--- src/rtl/posit_ppu_if.sv ---
// Posit processing unit request/response bundle.
//   ppu_valid_in : request strobe; operands and op held stable while high
//   ppu_in1/2    : N-bit posit operands A and B
//   ppu_op       : 0=ADD, 1=SUB, 2=MUL, others reserved
//   ppu_out      : registered N-bit posit result
//   ppu_valid_o  : one-cycle completion pulse
// master = execute stage (requester), slave = posit_ppu.
interface posit_ppu_if #(
  parameter int N        = 16,
  parameter int OP_WIDTH = 3
);
  logic                ppu_valid_in;
  logic [N-1:0]        ppu_in1;
  logic [N-1:0]        ppu_in2;
  logic [OP_WIDTH-1:0] ppu_op;
  logic [N-1:0]        ppu_out;
  logic                ppu_valid_o;

  modport master (
    output ppu_valid_in, ppu_in1, ppu_in2, ppu_op,
    input  ppu_out, ppu_valid_o
  );

  modport slave (
    input  ppu_valid_in, ppu_in1, ppu_in2, ppu_op,
    output ppu_out, ppu_valid_o
  );
endinterface

--- src/rtl/posit_ppu.sv ---
// Posit processing unit: ADD / SUB / MUL of two N-bit posits with ES exponent
// bits, round-to-nearest-even on the final bit pattern, saturating to
// maxpos/minpos. One operation is computed combinationally on accept and
// registered; the unit then spends one DONE cycle pulsing ppu_valid_o.
// Ports:
//   clk  : clock, all state on rising edge
//   rst  : synchronous active-high reset (clears result, returns to IDLE)
//   bus  : posit_ppu_if.slave (valid_in, in1, in2, op -> out, valid_o)
module posit_ppu #(
  parameter int N        = 16,
  parameter int ES       = 1,
  parameter int OP_WIDTH = 3
) (
  input logic        clk,
  input logic        rst,
  posit_ppu_if.slave bus
);
  // Normalised mantissa: hidden one at MSB. N+3 bits below the operand
  // significand leave guard room so alignment loss only reaches the LSB.
  localparam int MW = 2 * N + 4;
  localparam int SW = $clog2(N) + ES + 6;
  localparam int LW = 2 + ES + (MW - 1) + N;

  localparam logic [N-1:0] NAR = {1'b1, {(N-1){1'b0}}};
  localparam logic [OP_WIDTH-1:0] OP_ADD = OP_WIDTH'(0);
  localparam logic [OP_WIDTH-1:0] OP_SUB = OP_WIDTH'(1);
  localparam logic [OP_WIDTH-1:0] OP_MUL = OP_WIDTH'(2);

  typedef struct packed {
    logic                 sgn;
    logic                 zero;
    logic                 nar;
    logic signed [SW-1:0] scale;
    logic [N-1:0]         sig;   // 1.f, N-1 fraction bits
  } dec_t;

  typedef enum logic {IDLE, DONE} state_t;

  function automatic dec_t decode(input logic [N-1:0] p);
    dec_t         d;
    logic [N-2:0] body;
    logic [N-2:0] rem;
    logic [N-2:0] e_bits;
    logic         r0;
    logic         run;
    int           m;
    int           k;
    d.sgn  = p[N-1];
    d.zero = (p == '0);
    d.nar  = (p == NAR);
    body   = (N-1)'(p[N-1] ? -p : p);
    r0     = body[N-2];
    run    = 1'b1;
    m      = 0;
    for (int i = N - 2; i >= 0; i--) begin
      if (run && (body[i] == r0)) m++;
      else run = 1'b0;
    end
    k       = r0 ? m - 1 : -m;
    // Drop regime and its terminator; exponent then fraction remain left-aligned.
    rem     = body << (m + 1);
    e_bits  = rem >> (N - 1 - ES);
    d.scale = SW'(k * (1 << ES) + int'(e_bits));
    d.sig   = {1'b1, rem << ES};
    return d;
  endfunction

  function automatic logic [N-2:0] round_rne(input logic [N-2:0] b, input logic g,
                                             input logic s);
    return b + (N-1)'(g & (s | b[0]));
  endfunction

  function automatic logic [N-2:0] saturate(input int k, input logic [N-2:0] body);
    if (k > N - 3) return '1;            // above maxpos
    if (k < 2 - N) return (N-1)'(1);     // nonzero but below minpos
    return body;
  endfunction

  function automatic logic [N-1:0] encode(input logic sgn, input logic signed [SW-1:0] scale,
                                          input logic [MW-1:0] mant);
    logic [LW-1:0] v;
    logic [1:0]    r_pat;
    logic [N-2:0]  body;
    int            k;
    int            e;
    int            sh;
    if (!mant[MW-1]) return '0;
    k  = int'(scale) >>> ES;
    e  = int'(scale) - k * (1 << ES);
    // Arithmetic shift of "10" yields k+1 ones then 0; of "01" yields -k zeros then 1.
    r_pat = (k >= 0) ? 2'b10 : 2'b01;
    sh    = (k >= 0) ? k : -k - 1;
    v = {r_pat, {(LW-2){1'b0}}}
      | (LW'(e) << (LW - 2 - ES))
      | (LW'(mant[MW-2:0]) << N);
    v = LW'($signed(v) >>> sh);
    body = round_rne(v[LW-1 -: N-1], v[LW-N], |v[LW-N-1:0]);
    body = saturate(k, body);
    return sgn ? -{1'b0, body} : {1'b0, body};
  endfunction

  function automatic logic [N-1:0] posit_add(input logic [N-1:0] pa, input logic [N-1:0] pb,
                                             input logic sub);
    dec_t          a;
    dec_t          b;
    dec_t          big;
    dec_t          sml;
    logic [MW-1:0] x;
    logic [MW-1:0] y;
    logic [MW-1:0] mask;
    logic [MW-1:0] s;
    logic          swap;
    logic          lost;
    int            d;
    int            p;
    a = decode(pa);
    b = decode(pb);
    if (a.nar || b.nar) return NAR;
    if (b.zero) return pa;
    if (a.zero) return sub ? -pb : pb;
    b.sgn = b.sgn ^ sub;
    swap  = (b.scale > a.scale) || ((b.scale == a.scale) && (b.sig > a.sig));
    big   = swap ? b : a;
    sml   = swap ? a : b;
    d     = int'(big.scale) - int'(sml.scale);
    x     = {1'b0, big.sig, {(N+3){1'b0}}};
    y     = {1'b0, sml.sig, {(N+3){1'b0}}};
    if (d >= MW) begin
      lost = |y;
      y    = '0;
    end else begin
      mask = (MW'(1) << d) - MW'(1);
      lost = |(y & mask);
      y    = y >> d;
    end
    // Bits shifted out lie far below the rounding point; folding them into
    // the LSB keeps both sticky and subtraction borrow correct.
    y[0] = y[0] | lost;
    s    = (big.sgn == sml.sgn) ? x + y : x - y;
    if (s == '0) return '0;
    p = 0;
    for (int i = 0; i < MW; i++) if (s[i]) p = i;
    s = s << (MW - 1 - p);
    return encode(big.sgn, SW'(int'(big.scale) + p - (MW - 2)), s);
  endfunction

  function automatic logic [N-1:0] posit_mul(input logic [N-1:0] pa, input logic [N-1:0] pb);
    dec_t           a;
    dec_t           b;
    logic [2*N-1:0] prod;
    int             sc;
    a = decode(pa);
    b = decode(pb);
    if (a.nar || b.nar) return NAR;
    if (a.zero || b.zero) return '0;
    prod = (2*N)'(a.sig) * (2*N)'(b.sig);
    sc   = int'(a.scale) + int'(b.scale) + (prod[2*N-1] ? 1 : 0);
    if (!prod[2*N-1]) prod = prod << 1;
    return encode(a.sgn ^ b.sgn, SW'(sc), {prod, 4'b0000});
  endfunction

  state_t       state_q;
  state_t       state_d;
  logic         accept;
  logic [N-1:0] result_p0;

  always_comb begin
    state_d = IDLE;
    accept  = 1'b0;
    case (state_q)
      IDLE: begin
        if (bus.ppu_valid_in) begin
          state_d = DONE;
          accept  = 1'b1;
        end
      end
      DONE:    state_d = IDLE;
      default: state_d = IDLE;
    endcase
  end

  always_comb begin
    case (bus.ppu_op)
      OP_ADD:  result_p0 = posit_add(bus.ppu_in1, bus.ppu_in2, 1'b0);
      OP_SUB:  result_p0 = posit_add(bus.ppu_in1, bus.ppu_in2, 1'b1);
      OP_MUL:  result_p0 = posit_mul(bus.ppu_in1, bus.ppu_in2);
      default: result_p0 = '0;
    endcase
  end

  // p0 -> output register
  always_ff @(posedge clk) begin
    if (rst) begin
      state_q     <= IDLE;
      bus.ppu_out <= '0;
    end else begin
      state_q <= state_d;
      if (accept) bus.ppu_out <= result_p0;
    end
  end

  assign bus.ppu_valid_o = (state_q == DONE);
endmodule

--- src/flat_wrapper.sv ---
// flat-port wrapper written by rule: the top's interface ports become plain ports
module posit_ppu_flat 
#(
  parameter int N        = 16,
  parameter int ES       = 1,
  parameter int OP_WIDTH = 3
)
  (clk, rst, bus_ppu_valid_in, bus_ppu_in1, bus_ppu_in2, bus_ppu_op, bus_ppu_out, bus_ppu_valid_o);
  posit_ppu_if #(.N(N), .OP_WIDTH(OP_WIDTH)) bus_i ();
  input logic clk;
  input logic rst;
  input wire logic [$bits(bus_i.ppu_valid_in)-1:0] bus_ppu_valid_in;
  input wire logic [$bits(bus_i.ppu_in1)-1:0] bus_ppu_in1;
  input wire logic [$bits(bus_i.ppu_in2)-1:0] bus_ppu_in2;
  input wire logic [$bits(bus_i.ppu_op)-1:0] bus_ppu_op;
  output wire logic [$bits(bus_i.ppu_out)-1:0] bus_ppu_out;
  output wire logic [$bits(bus_i.ppu_valid_o)-1:0] bus_ppu_valid_o;
  assign bus_i.ppu_valid_in = bus_ppu_valid_in;
  assign bus_i.ppu_in1 = bus_ppu_in1;
  assign bus_i.ppu_in2 = bus_ppu_in2;
  assign bus_i.ppu_op = bus_ppu_op;
  assign bus_ppu_out = bus_i.ppu_out;
  assign bus_ppu_valid_o = bus_i.ppu_valid_o;
  posit_ppu #(.N(N), .ES(ES), .OP_WIDTH(OP_WIDTH)) u_core (.clk(clk), .rst(rst), .bus(bus_i));
endmodule
--- config.mk ---
export PLATFORM = sky130hd
export DESIGN_NAME = posit_ppu_flat
export DESIGN_NICKNAME = d
export VERILOG_FILES = /design/src/rtl/posit_ppu_if.sv /design/src/rtl/posit_ppu.sv /design/src/flat_wrapper.sv
export SDC_FILE = /design/constraint.sdc
export NUM_CORES = 2
export LEC_CHECK = 0
export ABC_AREA = 1
export CAP_MARGIN = 20
export CORE_ASPECT_RATIO = 1.4
export CORE_MARGIN = 2
export CORE_UTILIZATION = 35
export DETAILED_ROUTE_END_ITERATION = 10
export PLACE_DENSITY_LB_ADDON = 0.1
export SLEW_MARGIN = 20
export SYNTH_ARGS = -nofsm -noshare
export SYNTH_HDL_FRONTEND = slang
export SYNTH_SLANG_ARGS = --single-unit
--- constraint.sdc ---
create_clock -name clk -period 49.8 [get_ports clk]
set_clock_uncertainty 0.05 [all_clocks]
set_input_delay 4.98 -clock clk [delete_from_list [all_inputs] [get_ports clk]]
set_output_delay 4.98 -clock clk [all_outputs]
set_load 0.01 [all_outputs]
======== After elaboration in Yosys (flattened, before gate mapping) ========
Cells that the tools add are included.
cells by class
  add/sub/neg operators ................... 138
  multipliers ............................. 1
  order comparisons ....................... 15
  equality and inequality tests ........... 36
  shift operators ......................... 15
  multiplexer cells ....................... 599
  bitwise operators ....................... 19
  reductions and logical operators ........ 102
operator list
  operator                 number
  $mux W32                 188
  $add A32 B2 Y32 const B  87
  $mux W15                 30
  $mux W36                 12
  $mux W16                 26
  $mux W1                  260
  $shl A15 B32 Y15         6
  $or A54 B51 Y54          3
  $or A54 B54 Y54          3
  $sshr A54 B32 Y54        3
  $mux W5                  32
  $mux W30                 4
  $reduce_or A38 Y1        3
  $neg A10 Y32             3
  $sub A32 B2 Y32 const B  3
  $logic_and A1 B1 Y1      86
  $add A11 B2 Y11          7
  $add A35 B36 Y36         2
  $and A35 B36 Y36         2
  $logic_not A36 Y1        2
  $reduce_or A36 Y1        2
  $shl A1 B32 Y36 const A  2
  $shl A36 B32 Y36         2
  $shr A35 B32 Y36         2
  other kinds (40)         155
word-level totals
  register bits ........................... 17
  input bits .............................. 38
  output and inout port bits .............. 17
  word-level logic and storage cells ...... 927

======== Depth between registers and ports, before layout ========
  depth after elaboration ................. 142
  gate-level depth with buffers ........... 212
  gate-level depth less buffers ........... 208

======== Least setup slack after synthesis ========
Ideal clock, no wire load.
  path kind ............................... in2reg
  from .................................... input port bus_ppu_in1[0]
  to ...................................... register u_core.bus.ppu_out[8]
  setup time .............................. 0.066 ns
  arrival ................................. 26.848 ns
  data required time ...................... 49.684 ns
  path slack .............................. 22.836 ns
  stages .................................. 175
  buffers on the path ..................... 7
  path through ............................ inv_4 ha_1 nand3_1 nor2_2 nand2_2 nand2_1 nand2_1 nand2_2 inv_1 nand2_1 inv_2 nor2_2 nand2_2 nand3_1 inv_1 ha_1 nand3_1 nand2_1 [139 not listed] ha_1 o21ai_0 ha_1 inv_1 nor2_1 nand4_1 nor2_2 nand2_1 nand2_1 xor2_1 nand2_1 nand3_1 nand4_1 nand2_1 inv_1 nand2_1 nand2_1 a21oi_2
between the ends
  longest elaborated chain between the ends .. 132
  elaborated cells between the ends (all ways) .. 615
  those cells by class .................... add/sub (83); mul (1); order compare (15); eq/ne (19); shift (12); mux (411); bitwise (16); reduce/logical (58)
ends and longest elaborated chain
  element                                                                    RTL line            text
  start, declared                                                            flat_wrapper.sv:13  input wire logic [$bits(bus_i.ppu_in1)-1:0] bus_ppu_in1;
  parallel branches: the longest is 131 deep, another holds $add A32 B2 Y32  n/a
  $pmux W16 S3 *                                                             posit_ppu.sv:183    case (bus.ppu_op)
  end signal, assigned                                                       posit_ppu.sv:198    if (accept) bus.ppu_out <= result_p0;
  end, declared                                                              posit_ppu_if.sv:26  output ppu_out, ppu_valid_o
Every way passes the cells marked *. The select of a mux whose other input is x is not followed.
A chain may end at the register's enable or synchronous reset.

======== Final worst setup path ========
  from .................................... input port bus_ppu_in2[15]
  to ...................................... register u_core.bus.ppu_out[1]
between the ends
  longest elaborated chain between the ends .. 131
  elaborated cells between the ends (all ways) .. 615
  those cells by class .................... add/sub (82); mul (1); order compare (15); eq/ne (19); shift (12); mux (410); bitwise (18); reduce/logical (58)
ends and longest elaborated chain
  element                                                                    RTL line            text
  start, declared                                                            flat_wrapper.sv:14  input wire logic [$bits(bus_i.ppu_in2)-1:0] bus_ppu_in2;
  parallel branches: the longest is 130 deep, another holds $add A32 B2 Y32  n/a
  $pmux W16 S3 *                                                             posit_ppu.sv:183
Marked as above.

==> impl_metrics.tcl <==
set metrics [dict create \
    r2r_slack_ns 48.16 \
    clkTransAtPathRegs_ns 0.06 \
    final_cell_mix "2122 x nand2_1, 1104 x nand3_1, 806 x inv_1, 530 x nor2_1, 253 x o21ai_0" \
    async_reset_ff_frac 0 \
    maxCapViolations 0 \
    portBuffers 54 \
    final_cells 8335 \
    nets 7314 \
    grt_max_degree 73 \
    netlist_instances 7053 \
    dpl_worst_slack_ns 15.59 \
    cts.hold.buffers_added 0 \
    worstPathMaxFanout 46 \
    layout_worst_path_cycle_share 0.687 \
    track_usage 0.256 \
    max_stage_delay_ns 0.96 \
    drt_iter0_drc 2973 \
    cts_root_buffer "clkbuf_16" \
    ios 55 \
    post_route_cells_drive_above_1_share 0.0932 \
    synth-edff-count 0 \
    ant_nets 0 \
    worstSetupPathType "in2reg" \
    synth_ff_type "dfxtp_1" \
    grt_pass1_vias 42700 \
    muxShareOfSynthArea 0.00102 \
    synth_cell_types 96 \
    num_rows 145 \
    antenna_found_initial 4 \
    vias 44100 \
    post_cts_buffers 0 \
    setup_viol 0 \
    synth_warnings 0 \
    dp_cells 8330 \
    synth_seq_cells 17 \
    synth_compound_area_frac 0.126 \
    cts_tree "yes" \
    synth_fp_nets 7502 \
    place.gp.congestion 0.945 \
    synth_seq_area_share 0.00866 \
    layout_commonest_cell "nand2_1" \
    start_util 0.352 \
    synthAdderAreaFrac 0.164 \
    worst_slew_pin_slew_ns 1.07 \
    rsz0062_at_grt "false" \
    slowest_stage "clkdlybuf4s50_1" \
    dieArea_um2 115000 \
    worstPathArrival_ns 34.34 \
    place_hpwl_um 127000 \
    drt-wirelength-per-cell_um 18.1 \
    synth_simple_gate_area_frac 0.522 \
    syn_to_final_growth_pct 2.33 \
    drc 0 \
    postLayoutCoreUtil 0.360 \
    clk_latency_ns 0.25 \
    clockBufferDepth 2 \
    synth_xor_area_frac 0.0357 \
    status "completed" \
    crit_required_ns 49.92 \
    syn_avg_cell_area_um2 5.57 \
    startpoint_type "input pin" \
    period_minus_slack_ns 34.21 \
    cts_resized 0 \
    cts_max_level 1 \
    setup_ws_ns 15.59 \
    vias_per_cell 5.29 \
    synth_area_um2 39300 \
    core_area_um2 112000 \
    cts_made_buffers 3 \
    slew_viol_final 0 \
    fp.dieW_um 287 \
    first_pass_iters 6 \
    finalHoldViolations 0 \
    relSlewSlack 0.280 \
    end_kind "flop" \
    grt_overflow_total 0 \
    fmax_mhz 29.2 \
    fp.dieH_um 400 \
    synth_top_family_by_area "simple AND/OR/NAND/NOR gates" \
    hold_class "reg2reg" \
    routed_wl_um 151000 \
    grt_pass1_wl_um 238000 \
    cts_sinks 17 \
    crit_top_cell "nand2_1" \
    tns_ns 0 \
]
[logic make-up after synthesis]
logic type | after synthesis
multiplexers | 4
AND/OR/NAND/NOR | 4394
adder cells (fa/ha/maj) | 411
buffers and inverters | 1243
XOR/XNOR | 154
flip-flops | 17
AO/OA/AOI/OAI | 830
[worst paths after layout]
path,startpoint,depth (start not counted),end
worst min-delay path,u_core.bus.ppu_out[5],2,u_core.bus.ppu_out[5]
worst min register to register,u_core.bus.ppu_out[5],2,u_core.bus.ppu_out[5]
worst max-delay path,bus_ppu_in2[15],154,u_core.bus.ppu_out[1]
worst max register to register,u_core.bus.ppu_valid_o,6,u_core.bus.ppu_out[0]
[worst max-delay path: cells and delay by family]
| family | cells | cell delay [ns] |
|---|---|---|
| adders and majority gates | 16 | 4.60 |
| xor gates and xnor gates | 1 | 0.18 |
| AOI/OAI and AO/OA | 32 | 6.33 |
| buffers and inverters | 22 | 5.30 |
| and+or+nand+nor | 83 | 12.88 |
[registers in the layout, summed over array words and instances, names as in the netlist]
| name | cells |
|---|---|
| u_core.bus.ppu_valid_o | 1 |
| u_core.bus.ppu_out | 16 |
[routing by layer]
metal	vias up	GRT usage	wire, µm
met3	184	0.0109	4360
met4	6	0.0620	4190
met1	20600	0.297	61100
met5	-	0	31
li1	22500	-	-
met2	867	0.503	81000
[synth_stat cells (32+ instances only)]
| master | number | area share |
|---|---|---|
| ha_1 | 239 | 0.076 |
| a21oi_1 | 238 | 0.030 |
| fa_1 | 172 | 0.088 |
| xnor2_1 | 32 | 0.0071 |
| nor2_4 | 42 | 0.012 |
| nand2_2 | 106 | 0.017 |
| buf_1 | 35 | 0.0033 |
| nand2_1 | 2123 | 0.20 |
| clkbuf_8 | 50 | 0.018 |
| nor2_1 | 535 | 0.051 |
| xor2_1 | 118 | 0.026 |
| nor2_2 | 61 | 0.0097 |
| nand3_1 | 1104 | 0.14 |
| nand4_1 | 123 | 0.020 |
| o21ai_1 | 90 | 0.011 |
| nor3_1 | 46 | 0.0059 |
| nand3_2 | 94 | 0.024 |
| a31oi_1 | 35 | 0.0056 |
| inv_2 | 84 | 0.0080 |
| nand2_4 | 46 | 0.013 |
| clkbuf_1 | 130 | 0.012 |
| inv_1 | 808 | 0.077 |
| o211ai_1 | 36 | 0.0069 |
| o21ai_0 | 254 | 0.032 |
[through the flow]
stage | hold slack, ns | area (µm²)
floorplan | 0.440 | 39300
global placement | 0.403 | 40100
detailed placement | 0.407 | 40100
CTS | 0.415 | 40200
global route | 0.445 | 40200
finish | 0.414 | 40200
[cell type report]
| class | instances | area, µm² |
|---|---|---|
| Fill cell | 12900 | 71400 |
| Multi-Input combinational cell | 5793 | 33400 |
| Inverter | 936 | 3570 |
| Tap cell | 1470 | 1840 |
| Timing Repair Buffer | 114 | 991 |
| Sequential cell | 17 | 340 |
| Clock buffer | 3 | 75.1 |
| Clock inverter | 1 | 5.00 |
| Antenna cell | 1 | 2.50 |
Power is left out: the tool's default activity adds up to more than one toggle a clock period on the data nets, which glitch-free logic cannot reach.
